===== src/rtl/remote_comm.sv =====
// remote_comm: host-side UART bridge sending 16-bit commands as two bytes (high first) and receiving single-byte responses.
module remote_comm #(
  parameter int BAUD_CYCLES = 2604
) (
  input  logic        clk,
  input  logic        rst_n,
  input  logic        RX,
  output logic        TX,
  input  logic [15:0] cmd,
  input  logic        send_cmd,
  output logic        cmd_sent,
  output logic        resp_rdy,
  output logic [7:0]  resp
);
  localparam int CW = $clog2(BAUD_CYCLES + 1);
  localparam logic [CW-1:0] BAUD_LAST = CW'(BAUD_CYCLES - 1);
  localparam logic [CW-1:0] HALF_LAST = CW'(BAUD_CYCLES / 2 - 1);
  typedef enum logic [1:0] {IDLE, SEND_HI, SEND_LO} state_t;
  state_t state, state_nxt;
  logic [9:0] tx_sr;
  logic [CW-1:0] tx_cnt;
  logic [3:0] tx_bits;
  logic tx_busy, tx_start, tx_done, bit_end, accept;
  logic [7:0] tx_data, lo_byte;
  logic rx_s1, rx_s2, rx_d, rx_busy, rx_fall, rx_tick, rx_stop;
  logic [CW-1:0] rx_cnt;
  logic [3:0] rx_bits;
  logic [7:0] rx_sr;
  // The shift register idles all-ones, so its reset drives TX high asynchronously.
  assign TX = tx_sr[0];
  assign bit_end = tx_busy && tx_cnt == BAUD_LAST;
  assign tx_done = bit_end && tx_bits == 4'd9;
  assign accept = state == IDLE && send_cmd;
  always_ff @(posedge clk or negedge rst_n) begin
    if (!rst_n) begin
      tx_sr   <= '1;
      tx_cnt  <= '0;
      tx_bits <= '0;
      tx_busy <= 1'b0;
    end else if (tx_start) begin
      tx_sr   <= {1'b1, tx_data, 1'b0};
      tx_cnt  <= '0;
      tx_bits <= '0;
      tx_busy <= 1'b1;
    end else if (tx_busy) begin
      tx_cnt <= bit_end ? '0 : tx_cnt + 1'b1;
      if (bit_end) begin
        tx_sr   <= {1'b1, tx_sr[9:1]};
        tx_bits <= tx_bits + 4'd1;
        tx_busy <= !tx_done;
      end
    end
  end
  always_comb begin
    state_nxt = state;
    tx_start  = 1'b0;
    tx_data   = cmd[15:8];
    case (state)
      IDLE: if (send_cmd) begin
        tx_start  = 1'b1;
        state_nxt = SEND_HI;
      end
      SEND_HI: if (tx_done) begin
        tx_start  = 1'b1;
        tx_data   = lo_byte;
        state_nxt = SEND_LO;
      end
      SEND_LO: if (tx_done) state_nxt = IDLE;
      default: state_nxt = IDLE;
    endcase
  end
  always_ff @(posedge clk or negedge rst_n) begin
    if (!rst_n) begin
      state    <= IDLE;
      lo_byte  <= '0;
      cmd_sent <= 1'b0;
    end else begin
      state <= state_nxt;
      if (accept) lo_byte <= cmd[7:0];
      cmd_sent <= (state == SEND_LO && tx_done) | (cmd_sent & !accept);
    end
  end
  assign rx_fall = !rx_busy && rx_d && !rx_s2;
  assign rx_tick = rx_busy && rx_cnt == '0;
  assign rx_stop = rx_tick && rx_bits == 4'd9;
  // Every sample shifts in; after nine shifts the start bit has fallen out and rx_sr holds the data byte.
  always_ff @(posedge clk or negedge rst_n) begin
    if (!rst_n) begin
      rx_s1    <= 1'b1;
      rx_s2    <= 1'b1;
      rx_d     <= 1'b1;
      rx_busy  <= 1'b0;
      rx_cnt   <= '0;
      rx_bits  <= '0;
      rx_sr    <= '0;
      resp     <= '0;
      resp_rdy <= 1'b0;
    end else begin
      rx_s1 <= RX;
      rx_s2 <= rx_s1;
      rx_d  <= rx_s2;
      if (rx_fall) begin
        rx_busy <= 1'b1;
        rx_cnt  <= HALF_LAST;
        rx_bits <= '0;
      end else if (rx_busy) begin
        rx_cnt <= rx_tick ? BAUD_LAST : rx_cnt - 1'b1;
        if (rx_tick) begin
          rx_bits <= rx_bits + 4'd1;
          rx_sr   <= {rx_s2, rx_sr[7:1]};
        end
        if (rx_stop) begin
          rx_busy <= 1'b0;
          resp    <= rx_sr;
        end
      end
      resp_rdy <= rx_stop | (resp_rdy & !rx_fall & !accept);
    end
  end
endmodule


===== config.mk =====
export PLATFORM = sky130hd
export DESIGN_NAME = remote_comm
export DESIGN_NICKNAME = d
export VERILOG_FILES = /design/src/rtl/remote_comm.sv
export SDC_FILE = /design/constraint.sdc
export NUM_CORES = 1
export LEC_CHECK = 0
export BUFFER_PORTS_ARGS = -buffer_cell sky130_fd_sc_hd__buf_2
export CORE_ASPECT_RATIO = 1.2
export CORE_MARGIN = 2
export CORE_UTILIZATION = 25
export DETAILED_ROUTE_END_ITERATION = 7
export PLACE_DENSITY = 0.51
export SETUP_SLACK_MARGIN = 0.5
export SLEW_MARGIN = 20
export SYNTH_ARGS = -nofsm -noshare
export SYNTH_HDL_FRONTEND = slang
export SYNTH_SLANG_ARGS = --single-unit

===== constraint.sdc =====
create_clock -name clk -period 3.3 [get_ports clk]
set_input_delay 0.495 -clock clk [delete_from_list [all_inputs] [get_ports clk]]
set_output_delay 0.495 -clock clk [all_outputs]
set_load 0.005 [all_outputs]

==> impl_metrics.yaml, run 1 <==
clock_network:
  path_clk_slew_ns: 0.06
  clock_path_buffers: 2
  root_buffer: "clkbuf_16"
  cts_tree: "yes"
  post_cts_resized: 0
  insertion_delay_ns: 0.34
  cts_buffers: 9
  cts_hold_buf: 0
  cts.sinks: 74
  cts.htree.levels: 3
logic_synthesis:
  synth_seq_cells: 74
  syn_area_mm2: 0.00354
  seq_area_frac_synth_pct: 52.7
  synth_top_area_share_pct: 43.8
  synth_flop_cell: "dfrtp_1"
  synth_edf_count: 0
  yosysTopAreaCell: "dfrtp_1"
  synth_cell_type_count: 52
  yosys_warnings: 0
  async_flop_share_pct: 100
  syn_inst: 353
  ys_top_cells_by_area: "dfrtp_1, dfstp_2, nand2_1"
  avgSynthCellArea_um2: 10.0
  syn_nets: 380
floorplan:
  coreArea_mm2: 0.0138
  die-area_mm2: 0.0151
  die_h_um: 134
  die_w_um: 113
  rows: 47
  start_util_pct: 25.6
  num_io_pins: 31
place:
  gp_congestion: 0.751
  hpwl_um: 5040
  port_buffers: 30
setup_path:
  critPathCaptureType: "register"
  cp_slowest_stage_delay_ns: 0.69
  required_ns: 3.52
  setup.worst_path.class: "register to register"
  critPathLaunchType: "register"
  crit_path_max_fanout: 18
  crit_arrival_ns: 2.77
  worstPathCellList: "or4_1 -> or4_4 -> nor3_4 -> buf_12 -> mux2_2"
  cp_slowest_cell: "or4_4"
detailed_routing:
  vias_per_cell: 4.81
  vias: 2696
  first_pass_iters: 4
  ant_nets: 0
  drt_wl_total_um: 7370
  avgRoutedWirePerCell_um: 13.2
  drt_iter0_markers: 171
  route.detailed.drc: 0
sta:
  finalSetupTns_ns: 0
  skew_ns: 0.00712
  max_freq_ghz: 0.393
  grt_setup_unrepaired: "false"
  slew_viol_final: 0
  period_minus_slack_ns: 2.55
  finalCritPeriodShare_pct: 77.1
  hold_viol: 0
  worstMarginPinSlew_ns: 0.935
  timing.hold.ws_ns: 0.265
  slew_headroom_pct: 37.7
  setup_viol: 0
outcome:
  status: "finished, final reports clean"
finish:
  num_antenna_cells: 0
  drive_gt1_share_pct: 22.6
  syn_to_final_growth_pct: 19.0
  finalNetCount: 411
pwr:
  vdd_drop_max_mv: 0.325
  power_density_mw_per_mm2: 546
  power.leakage_uw: 0.00189
grt:
  track_usage_pct: 10.5
  grt_max_degree: 75
  grt_pass1_vias: 2680
  grt_first_pass_wirelength_um: 13100
  globalRouteOverflowTotal: 0
  grt_antenna_before_repair: 0
job:
  cap_violations: 0
worst_hold_path:
  hold_class: "primary input to register"
worst paths after layout:
path / startpoint / end / slack (ns) / cells past startpoint
min in group asynchronous: rst_n / rx_cnt[5] / 0.30 / 1
max: rx_cnt[8] / resp[4] / 0.75 / 5
min: RX / rx_s1 / 0.27 / 1
max in group asynchronous: rst_n / lo_byte[7] / 2.39 / 1
max reg2reg: rx_cnt[8] / resp[4] / 0.75 / 5
min reg2reg: rx_s1 / rx_s2 / 0.36 / 0
layout make-up:
type	instances	area [um2]
Sequential cell	74	1870
Clock inverter	7	77.6
Timing Repair Buffer	37	218
Multi-Input combinational cell	253	1580
Tap cell	171	214
Fill cell	1456	9610
Inverter	9	33.8
Clock buffer	9	225
routing by layer:
layer | vias to the layer above | global-route usage, % | part of all wire (%)
met1 | 1334 | 12.8 | 45
met5 | - | 0 | 0
met2 | 37 | 18.1 | 50
li1 | 1317 | - | -
met3 | 8 | 3.21 | 3.3
met4 | 0 | 2.64 | 1.1
state kept, by name, summed over array words and instances, names as in the netlist:
register  flops
tx_cnt       12
lo_byte       8
tx_sr         9
tx_bits       4
rx_s1         1
resp_rdy      1
rx_cnt       12
rx_sr         8
cmd_sent      1
state         2
rx_s2         1
resp          8
rx_bits       4
rx_d          1
rx_busy       1
tx_busy       1
repair_timing:
action                                 in CTS  in global routing
endpoints found under the hold margin       0                  0
buffers inserted                            0                  1
setup endpoints to repair                   0                  8
cells by family (layout without fill, tap and decap cells):
kind of cell	Yosys count	count (layout)	synth area share, %
DFF	74	74	52.7
muxes	16	16	4.84
AOI/OAI and AO/OA	69	69	12.5
xor gates and xnor gates	14	14	3.46
adders and majority gates	7	7	2.47
and+or+nand+nor	147	147	21.0
buffers and inverters	26	62	3.00
worst max-delay path, delay by kind of cell, from the launching register on:
family	cells	cell delay [ns]
and+or+nand+nor	3	1.54
DFF	1	0.39
muxes	1	0.33
buffers and inverters	1	0.16
cells in the final DEF (no fill, tap or decap), drive strengths merged, types with 2 or more instances in the layout:
master / count
a21o: 2
a21oi: 14
a311oi: 2
a31o: 2
a31oi: 6
and3: 2
and4: 2
buf: 37
clkbuf: 9
clkinv: 4
dfrtp: 62
dfstp: 12
ha: 7
inv: 10
mux2: 9
mux2i: 7
nand2: 57
nand2b: 7
nand3: 11
nand4: 2
nand4b: 2
nor2: 30
nor3: 6
nor3b: 3
nor4: 5
o2111ai: 3
o211ai: 10
o21ai: 19
o22ai: 2
o32ai: 2
o41ai: 2
or2: 2
or3: 6
or3b: 3
or4: 2
or4b: 2
or4bb: 2
xnor2: 4
xor2: 10
metrics by stage:
step                power, uW  utilization (%)  std cells  instance area [um2]  setup WS [ns]
floorplan                1250                -        353                 3540          0.804
global placement         1320             28.2        543                 3890          0.607
detailed placement       1330             28.2        543                 3890          0.571
CTS                      2340             30.3        559                 4190          0.557
global route             2420             30.5        560                 4210          0.634
finish                   2300             30.5        560                 4210          0.755
report_power, final:
part           switching, uW  internal, uW
registers               91.7           988
clock network            396           590
logic                    129           106
total                    616          1680
Yosys cell counts, types with 9 or more instances:
cell type,instances
xor2_1,10
a21oi_1,14
o211ai_1,10
nand3_1,11
nor2_1,30
inv_1,9
dfstp_2,12
o21ai_0,18
clkbuf_1,14
nand2_1,57
mux2_2,9
dfrtp_1,62
Note: power is estimated with default switching activity, not from simulation.
==> run 2: changes to the inputs <==
Clock period 3.3 ns to 2.6 ns, I/O delays scaled along.
==> run 2 against run 1 <==
Net effect: clock power grew 55%; global-route usage increased by 0.42 points; non-clock buffer count up 24; die area unchanged; fmax up 13%; worst hold slack worse by 0.24 ns; clock skew barely moved; core utilization is 2.3 points higher; final area is 7.6% higher; via count rose by 3.2%; first-iteration DRC count is 37% lower; largest power group is now the clock network.
==> impl_metrics.yaml, run 2 (synthesized netlist as in run 1, its figures left out) <==
outcome:
  status: "finished, final reports clean"
detailed_routing:
  ant_nets: 0
  avgRoutedWirePerCell_um: 13.5
  vias_per_cell: 4.77
  drt_iter0_markers: 107
  first_pass_iters: 5
  drt_wl_total_um: 7870
  vias: 2783
  route.detailed.drc: 0
sta:
  skew_ns: 0.00679
  finalWorstSetupSlack_ns: 0.340
  finalSetupTns_ns: 0
  max_freq_ghz: 0.442
  setup_viol: 0
  grt_setup_unrepaired: "true"
  worstMarginPinSlew_ns: 0.606
  finalCritPeriodShare_pct: 86.9
  period_minus_slack_ns: 2.26
  slew_headroom_pct: 59.3
  hold_viol: 0
  slew_viol_final: 0
place:
  place_area_mm2: 0.00397
  gp_congestion: 0.736
  hpwl_um: 5450
  post-place-ws_ns: 0.146
  port_buffers: 30
floorplan:
  coreArea_mm2: 0.0138
  num_io_pins: 31
  die-area_mm2: 0.0151
  rows: 47
  die_w_um: 113
  start_util_pct: 25.6
  die_h_um: 134
finish:
  top_regs: "rx_cnt x12, tx_cnt x12, tx_sr x9"
  syn_to_final_growth_pct: 28.0
  fin_area_mm2: 0.00454
  finalNetCount: 435
  layout_common_cells: "dfrtp_1, nand2_1, nor2_1, buf_2, buf_4"
  final_common_cell: "dfrtp_1"
  num_antenna_cells: 0
  final_util_pct: 32.8
  drive_gt1_share_pct: 29.3
pwr:
  p_comb_share_pct: 12.4
  sequentialPowerShare_pct: 41.5
  power.leakage_uw: 0.00206
  p_int_uw: 2510
  vdd_drop_max_mv: 0.356
  switchingPower_uw: 806
  clockPowerShare_pct: 46.1
  switching_share_pct: 24.3
  power_density_mw_per_mm2: 730
clock_network:
  clock_path_buffers: 2
  cts_hold_buf: 0
  cts_tree: "yes"
  path_clk_slew_ns: 0.06
  insertion_delay_ns: 0.33
  cts_buffers: 9
  cts.sinks: 74
  cts.htree.levels: 3
  root_buffer: "clkbuf_16"
grt:
  grt-busiest-layer: "met2"
  met3_usage_pct: 2.58
  grt_antenna_before_repair: 0
  gr-usage-met2_pct: 18.7
  grtUsageMet1_pct: 13.5
  grt_pass1_vias: 2791
  track_usage_pct: 10.9
  grt_max_degree: 41
  globalRouteOverflowTotal: 0
  grt_first_pass_wirelength_um: 13500
setup_path:
  critPathLaunchType: "register"
  critPathBufInv: 2
  cp_slowest_stage_delay_ns: 0.46
  crit_arrival_ns: 2.48
  required_ns: 2.82
  r2r_start: "rx_cnt[1]"
  critPathCaptureType: "register"
  crit_family: "simple AND/OR/NAND/NOR gates"
  critPathLaunch: "rx_cnt[1]"
  worstPathCellList: "inv_2 -> ha_1 -> or4bb_4 -> or4_4 -> nor3_4 -> buf_12 -> mux2_2"
  crit_path_max_fanout: 9
  setup.worst_path.class: "register to register"
  cp_slowest_cell: "or4_4"
worst_hold_path:
  hold_class: "primary input to asynchronous set/reset pin"
job:
  cap_violations: 0
[run 2: path summary, 6_finish.rpt]
check	endpoint	slack, ns	cells after the start
min in group clk	rx_s1	0.16	1
max in group asynchronous	tx_sr[5]	1.87	2
worst max register to register	resp[4]	0.34	7
worst min register to register	rx_s2	0.36	0
worst max-delay path	resp[4]	0.34	7
worst min-delay path	rx_sr[4]	0.03	1
[run 2: final cells by class]
class,count,area [um2]
well taps,171,214
clock buffers,10,229
repair buffers,61,422
clock inverters,6,138
inverters,9,33.8
flip-flops and latches,74,1870
multi-input cells,253,1630
fillers,1397,9280
[run 2: stage by stage]
stage | total power [uW] | hold slack [ns] | instances
after floorplan | 1590 | 0.0944 | 353
after global placement | 1690 | 0.348 | 553
after detailed placement | 1700 | 0.347 | 553
after CTS | 3270 | 0.0527 | 573
after global routing | 3460 | 0.0535 | 584
final | 3310 | 0.0255 | 584
[run 2: metal layers]
| metal | up-vias | part of all wire [%] |
|---|---|---|
| li1 | 1368 | - |
| met1 | 1360 | 45 |
| met2 | 49 | 50 |
| met3 | 6 | 3.4 |
| met4 | 0 | 0.89 |
| met5 | - | 0 |
[run 2: power groups by stage]
stage | clock, uW | sequential, uW | combinational, uW
after floorplan | 0 | 1350 | 238
after global placement | 0 | 1380 | 311
after detailed placement | 0 | 1380 | 319
after CTS | 1560 | 1370 | 341
after global routing | 1620 | 1390 | 459
final | 1530 | 1370 | 411
[run 2: worst reg2reg max path, delay by kind of cell, from the launching register on]
family / cells / cell delay [ns]
buf+inv: 2 / 0.22
fa+ha+maj: 1 / 0.13
mux: 1 / 0.33
simple gates: 3 / 1.07
flops: 1 / 0.39
[run 2: what timing repair did]
| item | 4_1_cts | 5_1_grt |
|---|---|---|
| gates resized for setup | 9 | 12 |
| pin swaps | 1 | 5 |
| buffers inserted | 4 | 11 |
| cloned | 0 | 0 |
| endpoints found under the setup margin | 43 | 39 |
